### src/rtl/board_row_fetch_arbiter_pkg.sv
`timescale 1ns/1ps
`default_nettype none
// ============================================================================
// Module   : tetris_pkg
// Brief    : Shared types and board geometry for the board row fetch arbiter.
// Revision : 1.0 - initial release
// ============================================================================
package tetris_pkg;

    typedef logic [15:0] cell_t;

    localparam int BOARD_W     = 10;
    localparam int BOARD_H     = 20;
    localparam int CELL_ADDR_W = 8;
    localparam int COL_W       = $clog2(BOARD_W);

    typedef enum logic [2:0] {
        IDLE  = 3'd0,
        GL    = 3'd1,
        FETCH = 3'd2,
        DRAIN = 3'd3,
        SWAP  = 3'd4
    } fetch_state_t;

    function automatic logic [CELL_ADDR_W-1:0] cell_addr(
        input logic [CELL_ADDR_W-1:0] row,
        input logic [COL_W-1:0]       col
    );
        return CELL_ADDR_W'(row * CELL_ADDR_W'(BOARD_W)) + CELL_ADDR_W'(col);
    endfunction

endpackage
`default_nettype wire

### src/rtl/board_row_fetch_arbiter_if.sv
`timescale 1ns/1ps
`default_nettype none
// ============================================================================
// Module   : board_row_fetch_arbiter_if
// Brief    : Board RAM port plus game-logic single-cell access handshake.
// Revision : 1.0 - initial release
// ============================================================================
interface board_row_fetch_arbiter_if;
    import tetris_pkg::*;

    logic [CELL_ADDR_W-1:0] ram_addr;
    logic                   ram_we;
    cell_t                  ram_wdata;
    cell_t                  ram_rdata;

    logic                   gl_req;
    logic                   gl_we;
    logic [CELL_ADDR_W-1:0] gl_addr;
    cell_t                  gl_wdata;
    logic                   gl_gnt;
    logic                   gl_rvalid;
    cell_t                  gl_rdata;

    modport master (
        output ram_addr, ram_we, ram_wdata, gl_gnt, gl_rvalid, gl_rdata,
        input  ram_rdata, gl_req, gl_we, gl_addr, gl_wdata
    );

    modport slave (
        input  ram_addr, ram_we, ram_wdata, gl_gnt, gl_rvalid, gl_rdata,
        output ram_rdata, gl_req, gl_we, gl_addr, gl_wdata
    );
endinterface
`default_nettype wire

### src/rtl/board_row_fetch_arbiter_buffer.sv
`timescale 1ns/1ps
`default_nettype none
// ============================================================================
// Module   : board_row_buffer
// Brief    : Back/front row registers; back fills per column, front updates
//            only on the swap strobe.
// Revision : 1.0 - initial release
// ============================================================================
module board_row_buffer
    import tetris_pkg::*;
(
    input  wire logic             clk,
    input  wire logic             rst_n,
    input  wire logic             i_wr_en,
    input  wire logic [COL_W-1:0] i_wr_col,
    input  wire cell_t            i_wr_data,
    input  wire logic             i_swap,
    output cell_t                 o_row [BOARD_W]
);

    cell_t r_back  [BOARD_W];
    cell_t r_front [BOARD_W];

    always_ff @(posedge clk or negedge rst_n) begin
        if (!rst_n) begin
            for (int i = 0; i < BOARD_W; i++) begin
                r_back[i]  <= '0;
                r_front[i] <= '0;
            end
        end else begin
            for (int i = 0; i < BOARD_W; i++) begin
                if (i_wr_en && (i_wr_col == COL_W'(i))) begin
                    r_back[i] <= i_wr_data;
                end
                if (i_swap) begin
                    r_front[i] <= r_back[i];
                end
            end
        end
    end

    assign o_row = r_front;

endmodule
`default_nettype wire

### src/rtl/board_row_fetch_arbiter.sv
`timescale 1ns/1ps
`default_nettype none
// ============================================================================
// Module   : board_row_fetch_arbiter
// Brief    : Shares the board RAM port between display row prefetch (priority)
//            and game-logic cell access. Optional: FETCH_OVERRUN_DET_EN.
// Revision : 1.0 - initial release
// ============================================================================
module board_row_fetch_arbiter
    import tetris_pkg::*;
#(
    parameter int SQUARE_SIZE = 21,
    parameter int V_LAST      = 479
)(
    input  wire logic                   Clk,
    input  wire logic                   reset_n,
    input  wire logic                   hblank,
    input  wire logic [9:0]             DrawY,
    board_row_fetch_arbiter_if.master   bus,
    output cell_t                       Row [BOARD_W],
    output logic [CELL_ADDR_W-1:0]      rowNum,
    output logic                        rowReady
`ifdef FETCH_OVERRUN_DET_EN
    ,
    output logic                        fetch_overrun
`endif
);

    fetch_state_t           r_state;
    fetch_state_t           w_next;
    logic                   r_hblank_d;
    logic                   r_pend;
    logic [CELL_ADDR_W-1:0] r_pend_row;
    logic [CELL_ADDR_W-1:0] r_cur_row;
    logic [COL_W-1:0]       r_col;
    logic                   r_wr_en;
    logic [COL_W-1:0]       r_wr_col;
    logic                   r_gl_rd;

    logic                   w_rise;
    logic [10:0]            w_y1;
    logic [10:0]            w_band_row;
    logic [10:0]            w_band_mod;
    logic                   w_last_hit;
    logic                   w_trigger;
    logic [CELL_ADDR_W-1:0] w_trig_row;
    logic                   w_start_fetch;
    logic                   w_gnt;
    logic                   w_we;
    logic [CELL_ADDR_W-1:0] w_addr;
    cell_t                  w_wdata;

    // Block-row boundary: the line after this one starts a new block row.
    assign w_rise     = hblank & ~r_hblank_d;
    assign w_y1       = {1'b0, DrawY} + 11'd1;
    assign w_band_row = w_y1 / 11'(SQUARE_SIZE);
    assign w_band_mod = w_y1 % 11'(SQUARE_SIZE);
    assign w_last_hit = (DrawY == 10'(V_LAST));
    assign w_trigger  = w_rise && (w_last_hit ||
                        ((w_band_mod == 11'd0) && (w_band_row < 11'(BOARD_H))));
    assign w_trig_row = w_last_hit ? '0 : CELL_ADDR_W'(w_band_row);

    always_ff @(posedge Clk or negedge reset_n) begin
        if (!reset_n) begin
            r_state <= IDLE;
        end else begin
            r_state <= w_next;
        end
    end

    always_comb begin
        w_next        = r_state;
        w_start_fetch = 1'b0;
        w_gnt         = 1'b0;
        w_we          = 1'b0;
        w_addr        = '0;
        w_wdata       = '0;
        case (r_state)
            IDLE: begin
                // A trigger seen this cycle blocks the grant so fetch wins.
                if (r_pend) begin
                    w_next        = FETCH;
                    w_start_fetch = 1'b1;
                end else if (bus.gl_req && !w_trigger) begin
                    w_next = GL;
                end
            end
            GL: begin
                w_gnt   = 1'b1;
                w_we    = bus.gl_we;
                w_addr  = bus.gl_addr;
                w_wdata = bus.gl_wdata;
                w_next  = IDLE;
            end
            FETCH: begin
                w_addr = cell_addr(r_cur_row, r_col);
                if (r_col == COL_W'(BOARD_W - 1)) begin
                    w_next = DRAIN;
                end
            end
            DRAIN: begin
                w_next = SWAP;
            end
            SWAP: begin
                w_next = (!r_pend && !w_trigger && bus.gl_req) ? GL : IDLE;
            end
            default: begin
                w_next = IDLE;
            end
        endcase
    end

    always_ff @(posedge Clk or negedge reset_n) begin
        if (!reset_n) begin
            r_hblank_d <= 1'b0;
            r_pend     <= 1'b0;
            r_pend_row <= '0;
            r_cur_row  <= '0;
            r_col      <= '0;
            r_wr_en    <= 1'b0;
            r_wr_col   <= '0;
            r_gl_rd    <= 1'b0;
            rowNum     <= '0;
            rowReady   <= 1'b0;
        end else begin
            r_hblank_d <= hblank;
            // A new trigger re-arms the request even while a fetch is running.
            if (w_trigger) begin
                r_pend     <= 1'b1;
                r_pend_row <= w_trig_row;
            end else if (w_start_fetch) begin
                r_pend <= 1'b0;
            end
            if (w_start_fetch) begin
                r_cur_row <= r_pend_row;
            end
            r_col    <= ((r_state == FETCH) && (w_next == FETCH)) ? r_col + COL_W'(1) : '0;
            r_wr_en  <= (r_state == FETCH);
            r_wr_col <= r_col;
            r_gl_rd  <= (r_state == GL) && !bus.gl_we;
            rowReady <= (r_state == SWAP);
            if (r_state == SWAP) begin
                rowNum <= r_cur_row;
            end
        end
    end

    board_row_buffer u_row_buffer (
        .clk       (Clk),
        .rst_n     (reset_n),
        .i_wr_en   (r_wr_en),
        .i_wr_col  (r_wr_col),
        .i_wr_data (bus.ram_rdata),
        .i_swap    (r_state == SWAP),
        .o_row     (Row)
    );

    assign bus.ram_addr  = w_addr;
    assign bus.ram_we    = w_we;
    assign bus.ram_wdata = w_wdata;
    assign bus.gl_gnt    = w_gnt;
    assign bus.gl_rvalid = r_gl_rd;
    assign bus.gl_rdata  = r_gl_rd ? bus.ram_rdata : '0;

`ifdef FETCH_OVERRUN_DET_EN
    logic r_overrun;

    always_ff @(posedge Clk or negedge reset_n) begin
        if (!reset_n) begin
            r_overrun <= 1'b0;
        end else if (!hblank && r_hblank_d &&
                     (r_pend || (r_state == FETCH) || (r_state == DRAIN) || (r_state == SWAP))) begin
            r_overrun <= 1'b1;
        end
    end

    assign fetch_overrun = r_overrun;
`endif

endmodule
`default_nettype wire
### src/flat_wrapper.sv
// flat-port wrapper written by rule: the top's interface ports become plain ports
module board_row_fetch_arbiter_flat import tetris_pkg::*;
#(
    parameter int SQUARE_SIZE = 21,
    parameter int V_LAST      = 479
)
  (Clk, reset_n, hblank, DrawY, Row, rowNum, rowReady, bus_ram_addr, bus_ram_we, bus_ram_wdata, bus_gl_gnt, bus_gl_rvalid, bus_gl_rdata, bus_ram_rdata, bus_gl_req, bus_gl_we, bus_gl_addr, bus_gl_wdata);
  board_row_fetch_arbiter_if bus_i ();
  input  wire logic Clk;
  input  wire logic reset_n;
  input  wire logic hblank;
  input  wire logic [9:0] DrawY;
  output cell_t Row[BOARD_W];
  output logic [CELL_ADDR_W-1:0] rowNum;
  output logic rowReady;
  output wire logic [$bits(bus_i.ram_addr)-1:0] bus_ram_addr;
  output wire logic [$bits(bus_i.ram_we)-1:0] bus_ram_we;
  output wire logic [$bits(bus_i.ram_wdata)-1:0] bus_ram_wdata;
  output wire logic [$bits(bus_i.gl_gnt)-1:0] bus_gl_gnt;
  output wire logic [$bits(bus_i.gl_rvalid)-1:0] bus_gl_rvalid;
  output wire logic [$bits(bus_i.gl_rdata)-1:0] bus_gl_rdata;
  input wire logic [$bits(bus_i.ram_rdata)-1:0] bus_ram_rdata;
  input wire logic [$bits(bus_i.gl_req)-1:0] bus_gl_req;
  input wire logic [$bits(bus_i.gl_we)-1:0] bus_gl_we;
  input wire logic [$bits(bus_i.gl_addr)-1:0] bus_gl_addr;
  input wire logic [$bits(bus_i.gl_wdata)-1:0] bus_gl_wdata;
  assign bus_ram_addr = bus_i.ram_addr;
  assign bus_ram_we = bus_i.ram_we;
  assign bus_ram_wdata = bus_i.ram_wdata;
  assign bus_gl_gnt = bus_i.gl_gnt;
  assign bus_gl_rvalid = bus_i.gl_rvalid;
  assign bus_gl_rdata = bus_i.gl_rdata;
  assign bus_i.ram_rdata = bus_ram_rdata;
  assign bus_i.gl_req = bus_gl_req;
  assign bus_i.gl_we = bus_gl_we;
  assign bus_i.gl_addr = bus_gl_addr;
  assign bus_i.gl_wdata = bus_gl_wdata;
  board_row_fetch_arbiter #(.SQUARE_SIZE(SQUARE_SIZE), .V_LAST(V_LAST)) u_core (.Clk(Clk), .reset_n(reset_n), .hblank(hblank), .DrawY(DrawY), .bus(bus_i), .Row(Row), .rowNum(rowNum), .rowReady(rowReady));
endmodule
### config.mk
export PLATFORM = sky130hd
export DESIGN_NAME = board_row_fetch_arbiter_flat
export DESIGN_NICKNAME = d
export VERILOG_FILES = /design/src/rtl/board_row_fetch_arbiter_pkg.sv /design/src/rtl/board_row_fetch_arbiter_if.sv /design/src/rtl/board_row_fetch_arbiter_buffer.sv /design/src/rtl/board_row_fetch_arbiter.sv /design/src/flat_wrapper.sv
export SDC_FILE = /design/constraint.sdc
export NUM_CORES = 1
export LEC_CHECK = 0
export CAP_MARGIN = 20
export CORE_MARGIN = 3
export CORE_UTILIZATION = 48
export DETAILED_ROUTE_END_ITERATION = 6
export MAX_ROUTING_LAYER = met4
export PLACE_DENSITY = 0.76
export SLEW_MARGIN = 10
export SYNTH_ARGS = -nofsm -noshare
export SYNTH_HDL_FRONTEND = slang
export SYNTH_SLANG_ARGS = --single-unit
### constraint.sdc
create_clock -name Clk -period 2.4 [get_ports Clk]
set_input_delay 0.48 -clock Clk [delete_from_list [all_inputs] [get_ports Clk]]
set_output_delay 0.48 -clock Clk [all_outputs]
set_load 0.01 [all_outputs]
==> summary.md, run 1 <==
| Metric | Value |
|---|---|
| Largest family of logic cells by synthesized area | multiplexers |
| Clock root cell | clkbuf_16 |
| Clock Latency Late Sink | 520 ps |
| Post-synthesis adder-cell area fraction | 1.48% |
| Post-synth EDFFs | 0 |
| Syn Inst Count | 1,193 |
| Vias | 11.9k |
| Async set or reset register ratio after synthesis | 100% |
| Setup violations, final | 15 |
| Initial core utilization | 49.1% |
| Post-layout util | 70.4% |
| Vias in the first global route | 12.4k |
| Largest net degree at the start of global routing | 67 |
| Clock sinks | 357 |
| Synth Area in Compound Gates | 7.73% |
| Multi-input logic area | 0.00751 mm² |
| RSZ-0062 raised after global routing | true |
| Post-Synth XOR/XNOR Area | 1.44% |
| Routed WL per cell | 21.6 µm |
| Area grow syn2layout | 43.6% |
| Cell variety after synth | 99 |
| DRC viols | 0 |
| Top Ports | 267 |
| Antenna violations before repair | 8 |
| Max Cap Viol | 0 |
| Antenna Violating Nets Remaining | 0 |
| Chip Width | 189 µm |
| Slew Viols, Final | 0 |
| Clk buf depth | 3 |
| H-Tree Depth | 2 |
| Final hold violation count | 0 |
| Mapped Nets | 1,264 |
| Iteration-0 DRC count of the detailed router | 675 |
| Final WS setup | -2650 ps |
| Seq/Total Area, Yosys | 55.7% |
| Post-route clock skew | 15.0 ps |
| Die Y | 189 µm |
| Pwr Density | 990 mW/mm² |
| Top_reg_cell synth | dfrtp_1 |
| Core area | 0.0327 mm² |
| Data arrival, critical path | 5460 ps |
| Peak supply drop | 0.000604 V |
| Clock Pin Slew Worst Setup and Hold Paths | 60 ps |
| Port bufs | 265 |
| Site row count | 66 |
| Most frequent cells in the layout | 356 x dfrtp_1, 334 x mux2_2, 228 x clkdlybuf4s50_1 |
| Status | finished with violations |
| DP Wirelength | 32,600 µm |
| CP Max Fanout | 8 |
| TritonCTS Buffers | 36 |
| Syn. warnings | 0 |
| Routed wire length | 46,500 µm |
| Mux share of post-synthesis cell area | 23.7% |
| Global Route Usage Sum | 26.4% |
| Pre-Repair DR Iteration Count | 5 |
| Least-Margin Pin Slew | 563 ps |
| Hold Crit Class | flip-flop to flip-flop |
| Commonest non-fill, non-tap cell in the layout | dfrtp_1 |
| CP Launch Type | primary input |
| Tot Pwr | 22,800 µW |
| Tcrit/Tclk final | 210% |
| Fmax | 198 MHz |
| Post-synthesis simple-gate area fraction | 7.58% |
| First-pass GRT wire length | 71,600 µm |
| Worst slew slack as a fraction of its limit | 62.5% |
| Die area | 0.0356 mm² |
| Mapped cell area | 0.0160 mm² |
| Final Critical Period | 5050 ps |
| Fill count | 2,254 |
| Syn avg cell area | 13.4 µm² |
| Worst Path Required | 2810 ps |
| Leakage | 0.0103 µW |
| Detail-routed via count per cell | 5.54 |
| Failing checks | negative setup slack |
| Fraction of layout cells with a size suffix above 1 | 48.1% |
| Total grt overflow | 0 |
| Crit Path Class | primary input to flip-flop |
| GPL Wtd Cong | 0.854 |
| Nets | 1,742 |
| Sequential cell area | 0.00893 mm² |
| Kind of end point of the critical path | flip-flop |
| Synth Register Bits | 357 |
| CTS tree | yes |
-- critical path, cell delays in order --
cell       delay, ps
buf_6             90
buf_6            100
and4_4           270
buf_4            150
a21boi_1          70
o21ai_2          180
a32oi_2          130
or2_1            260
buf_6            150
or3_4            380
o22ai_4          170
buf_4            150
nand3_4           70
a31o_4           290
o211a_1          250
or4_4            580
buf_4            180
and4_1           180
o22ai_1          140
nand4_1          170
a21oi_2          250
a2111oi_4         90
a32oi_4          320
mux2_4           330
-- through the flow --
step / std cells / cell area, µm² / TNS, ps / worst slack [ps] / hold WS [ps]
global route: 2148 / 23000 / -28270 / -2820 / 511
CTS: 2121 / 22500 / -25460 / -2580 / 494
finish: 2148 / 23000 / -25720 / -2650 / 493
floorplan: 1193 / 16100 / -25460 / -2930 / 184
detailed placement: 2021 / 20700 / -37480 / -3990 / 478
global placement: 2021 / 20700 / -35930 / -3820 / 473
-- synthesized netlist by cell type, types with 3 or more instances --
library cell	n	area share, %
dfrtp_1	357	56
mux2_2	335	24
clkbuf_1	59	1.4
and2_1	39	1.5
nand2_1	31	0.73
nor2_1	31	0.73
a21oi_1	25	0.78
o21ai_0	25	0.78
nand3_1	21	0.66
ha_1	14	1.1
xnor2_1	12	0.66
inv_1	11	0.26
a31oi_1	10	0.39
nand4_1	10	0.39
nand2b_1	9	0.35
nor3_1	8	0.25
or3_1	8	0.31
xor2_1	8	0.44
buf_2	7	0.22
buf_4	7	0.33
nor2b_1	7	0.27
o211ai_1	7	0.33
a21o_1	6	0.28
a22o_1	6	0.33
nor4_1	6	0.23
o21ai_1	6	0.19
o31ai_1	5	0.23
and4_1	4	0.22
nand3b_1	4	0.19
nor3b_1	4	0.19
o22ai_1	4	0.16
or4_1	4	0.19
a211oi_1	3	0.14
a221oi_1	3	0.16
a22oi_1	3	0.14
and3_1	3	0.12
o21a_1	3	0.14
o2bb2ai_1	3	0.16
or2_1	3	0.12
or2_2	3	0.12
-- what timing repair did --
action	in CTS	in global routing
setup buffers	31	22
hold endpoints to repair	56	0
cloned	3	0
pin swaps	60	49
hold buffers	1	0
endpoints found under the setup margin	35	32
resized for setup	233	78
-- layout make-up --
class / count / area share [%]
Timing Repair Buffer: 515 / 20.6
Clock buffer: 56 / 4.63
Multi-Input combinational cell: 749 / 32.6
Antenna cell: 8 / 0.0869
Tap cell: 442 / 2.40
Sequential cell: 357 / 38.8
Clock inverter: 9 / 0.652
Inverter: 12 / 0.196
-- cells by family (layout without fill, tap and decap cells) --
| group | after synthesis | in the layout |
|---|---|---|
| flops | 357 | 357 |
| mux | 338 | 338 |
| simple gates | 212 | 212 |
| compound gates | 157 | 158 |
| buf+inv | 88 | 592 |
| xor+xnor | 22 | 22 |
| fa+ha+maj | 18 | 18 |
| other cells | 1 | 9 |
-- final timing paths --
check | startpoint | to | slack [ps] | cells past startpoint
max | DrawY[0] | u_core.r_pend_row[3] | -2650 | 24
min | u_core.r_pend_row[6] | u_core.r_pend_row[6] | 490 | 1
max reg2reg | u_core.r_hblank_d | u_core.r_pend_row[3] | -200 | 8
min reg2reg | u_core.r_pend_row[6] | u_core.r_pend_row[6] | 490 | 1
max in group asynchronous | reset_n | u_core.r_cur_row[2] | 1140 | 3
min in group asynchronous | reset_n | u_core.u_row_buffer.r_back[121] | 510 | 2
-- sequential cells by signal (all words and copies together), names as in the netlist --
name and cells:
u_core.r_cur_row 7, u_core.r_pend 1, u_core.u_row_buffer.o_row 160, u_core.rowReady 1, u_core.r_col 4, u_core.u_row_buffer.r_back 160
u_core.r_state 3, u_core.r_wr_en 1, u_core.r_hblank_d 1, u_core.rowNum 7, u_core.r_wr_col 4, u_core.r_pend_row 7
u_core.bus.gl_rvalid 1
-- metal layers --
metal  GRT usage [%]  vias to the layer above  part of all wire [%]
met4            10.2                        0                   3.6
met5               -                        -                     0
met3            4.09                      103                   5.3
met2            42.8                      400                    49
li1                -                     5313                     -
met1            33.8                     6093                    42
-- report_power, final --
group          internal (µW)  total (µW)  switching, µW
sequential              7510        8470            956
clock                   3410        5710           2310
combinational           4910        8620           3710
Note: power is estimated with default switching activity, not from simulation.
==> run 2: changes to the inputs <==
--- a/config.mk
+++ b/config.mk
@@ -5,7 +5,6 @@
 export SDC_FILE = /design/constraint.sdc
 export NUM_CORES = 1
 export LEC_CHECK = 0
-export CAP_MARGIN = 20
 export CORE_MARGIN = 3
 export CORE_UTILIZATION = 48
 export DETAILED_ROUTE_END_ITERATION = 6
==> results of run 2 <==
Same layout as run 1: the final DEF is identical, and so are final timing and power.
==> run 3: changes to the inputs <==
--- a/config.mk
+++ b/config.mk
@@ -8,6 +8,7 @@
 export CORE_MARGIN = 3
 export CORE_UTILIZATION = 48
 export DETAILED_ROUTE_END_ITERATION = 6
+export GPL_ROUTABILITY_DRIVEN = 0
 export MAX_ROUTING_LAYER = met4
 export PLACE_DENSITY = 0.76
 export SLEW_MARGIN = 10
==> run 3 against run 2 <==
  * The run still ends with negative setup slack left
  * Die area stayed put
  * Final cell count is 0.37% lower
  * Non-clock buffer count is 9 lower
  * Hold slack worse by 32 ps
  * Global-route usage is 0.44 points lower
  * Combinational power is 2% lower
  * First-iteration DRC count is 22% higher
  * Largest power group is now sequential cells
==> summary.md, run 3 (synthesis gave the netlist of run 1 again) <==
| Metric | Value |
|---|---|
| Final hold violation count | 0 (unchanged) |
| Fmax | 199 MHz (+0.30%) |
| Leakage | 0.0103 µW (-0.37%) |
| Commonest non-fill, non-tap cell in the layout | dfrtp_1 |
| Detail-routed via count per cell | 5.62 (+1.4%) |
| Status | finished with violations |
| Most frequent cells in the layout | 356 x dfrtp_1, 334 x mux2_2, 228 x clkdlybuf4s50_1 |
| Global Route Usage Sum | 26.0% (-0.44 points) |
| CP Launch Type | primary input |
| Post-route clock skew | 21.5 ps (+6.48 ps) |
| Clk buf depth | 3 (unchanged) |
| Port bufs | 265 (unchanged) |
| Clock Latency Late Sink | 520 ps (about the same) |
| RSZ-0062 raised after global routing | true |
| Tcrit/Tclk final | 210% (-0.62 points) |
| H-Tree Depth | 2 (unchanged) |
| Placed cell areas | 0.0206 mm² (-0.44%) |
| DP Wirelength | 31,500 µm (-3.4%) |
| Hold Crit Class | primary input to asynchronous set/reset pin |
| Core area | 0.0327 mm² (unchanged) |
| TritonCTS Buffers | 38 (+5.6%) |
| Kind of end point of the critical path | flip-flop |
| Least-Margin Pin Slew | 1030 ps (+468 ps) |
| Site row count | 66 (unchanged) |
| Final WS setup | -2630 ps (+14.9 ps) |
| Routed WL per cell | 21.6 µm (about the same) |
| Failing checks | negative setup slack |
| Area grow syn2layout | 42.4% |
| Total Neg Setup Slack | -25,800 ps (-80.8 ps) |
| Nets | 1,735 (-0.40%) |
| Clock root cell | clkbuf_16 |
| Antenna Violating Nets Remaining | 0 (unchanged) |
| Max Cap Viol | 0 (unchanged) |
| Worst Path Required | 2800 ps (about the same) |
| Clock Pin Slew Worst Setup and Hold Paths | 60 ps (about the same) |
| First-pass GRT wire length | 71,000 µm (-0.87%) |
| Total grt overflow | 0 (unchanged) |
| Largest net degree at the start of global routing | 70 (+4.5%) |
| CP Max Fanout | 6 (-2) |
| Worst slew slack as a fraction of its limit | 31.3% (-31 points) |
| Final Critical Period | 5030 ps (-14.9 ps) |
| Pre-Repair DR Iteration Count | 5 (unchanged) |
| Fin area | 0.0228 mm² (-0.82%) |
| Routed wire length | 46,300 µm (-0.43%) |
| Die area | 0.0356 mm² (unchanged) |
| Fraction of layout cells with a size suffix above 1 | 47.9% (-0.18 points) |
| Die Y | 189 µm (unchanged) |
| Slew Viols, Final | 0 (unchanged) |
| Top Ports | 267 (unchanged) |
| Fill count | 2,224 (-1.3%) |
| Peak supply drop | 0.000735 V (+22%) |
| Chip Width | 189 µm (unchanged) |
| Vias in the first global route | 12.6k (+1.1%) |
| Initial core utilization | 49.1% (unchanged) |
| Setup violations, final | 15 (unchanged) |
| Crit Path Class | primary input to flip-flop |
| CTS tree | yes |
| Antenna violations before repair | 6 (-2) |
| Pwr Density | 999 mW/mm² (+0.91%) |
| Vias | 12.0k (+1.0%) |
| Data arrival, critical path | 5430 ps (-30 ps) |
| DRC viols | 0 (unchanged) |
| Clock sinks | 357 (unchanged) |
| Iteration-0 DRC count of the detailed router | 824 (+22%) |
[run 3: cell count changes in the layout (fill, tap and decap cells not counted), moves of 3 or more]
cell and change:
buf_12 -6, ha_4 -4, buf_2 +5, ha_1 +3, buf_6 -7, clkbuf_16 +3
[run 3: routing by layer]
layer / GRT usage (%) / wire, µm / vias to the layer above
li1: - / - / 5304
met1: 32.1 / 18700 / 6110
met2: 43.4 / 23000 / 516
met3: 4.65 / 3040 / 103
met4: 8.97 / 1570 / 0
met5: - / 0 / -
[run 3: path summary, 6_finish.rpt]
path                       cells after the start  slack [ps]                 start                              to
min                                            2         460               reset_n   u_core.u_row_buffer.o_row[55]
min in group Clk                               1         500  u_core.r_pend_row[6]            u_core.r_pend_row[6]
max in group asynchronous                      3        1160               reset_n  u_core.u_row_buffer.o_row[127]
min reg2reg                                    1         500  u_core.r_pend_row[6]            u_core.r_pend_row[6]
max                                           24       -2630              DrawY[1]            u_core.r_pend_row[3]
max reg2reg                                    8        -160     u_core.r_hblank_d            u_core.r_pend_row[3]
[run 3: critical path: stages]
cell and delay (ps):
buf_8 80, buf_6 90, nand4_1 240, buf_4 230, o22ai_2 170, a31oi_2 150
and2_4 220, o31ai_4 270, buf_4 170, a31oi_1 50, a211o_4 390, a21oi_4 250
buf_4 160, or3_1 110, a21oi_1 120, buf_4 160, nor3_2 190, nand4_1 270
a31oi_4 320, nor4b_4 280, o21ai_2 120, a2111oi_4 460, a32oi_4 130, mux2_4 320
[run 3: final cells by class]
class	instances	area (µm²)	area share (%)
flip-flops and latches	357	8930	39.1
inverters	12	45.0	0.197
clock inverters	11	131	0.575
clock buffers	57	1130	4.96
diodes	6	15.0	0.0657
well taps	442	553	2.42
repair buffers	506	4570	20.0
multi-input cells	749	7460	32.6
[run 3: repair_timing]
action	CTS	global route
endpoints found under the hold margin	39	0
pin swaps	66	42
gates cloned	3	1
buffers inserted	27	18
gates resized for setup	254	45
hold buffers	1	0
setup endpoints to repair	35	34
[run 3: metrics by stage]
stage / utilization, % / power, µW / std cells / hold WS [ps] / setup WS (ps)
after CTS: 69.0 / 22500 / 2118 / 463 / -2450
after floorplan: - / 12000 / 1193 / 184 / -2930
final: 69.8 / 22800 / 2140 / 461 / -2630
after detailed placement: 63.0 / 16000 / 2019 / 409 / -3780
after global routing: 69.8 / 23900 / 2140 / 479 / -2790
after global placement: 63.0 / 15800 / 2019 / 408 / -3500
[run 3: power breakdown]
part | total (µW) | leakage [µW] | switching (µW) | internal (µW)
clock network | 5860 | 0.000626 | 2350 | 3500
logic | 8480 | 0.00503 | 3690 | 4780
registers | 8490 | 0.00464 | 974 | 7510
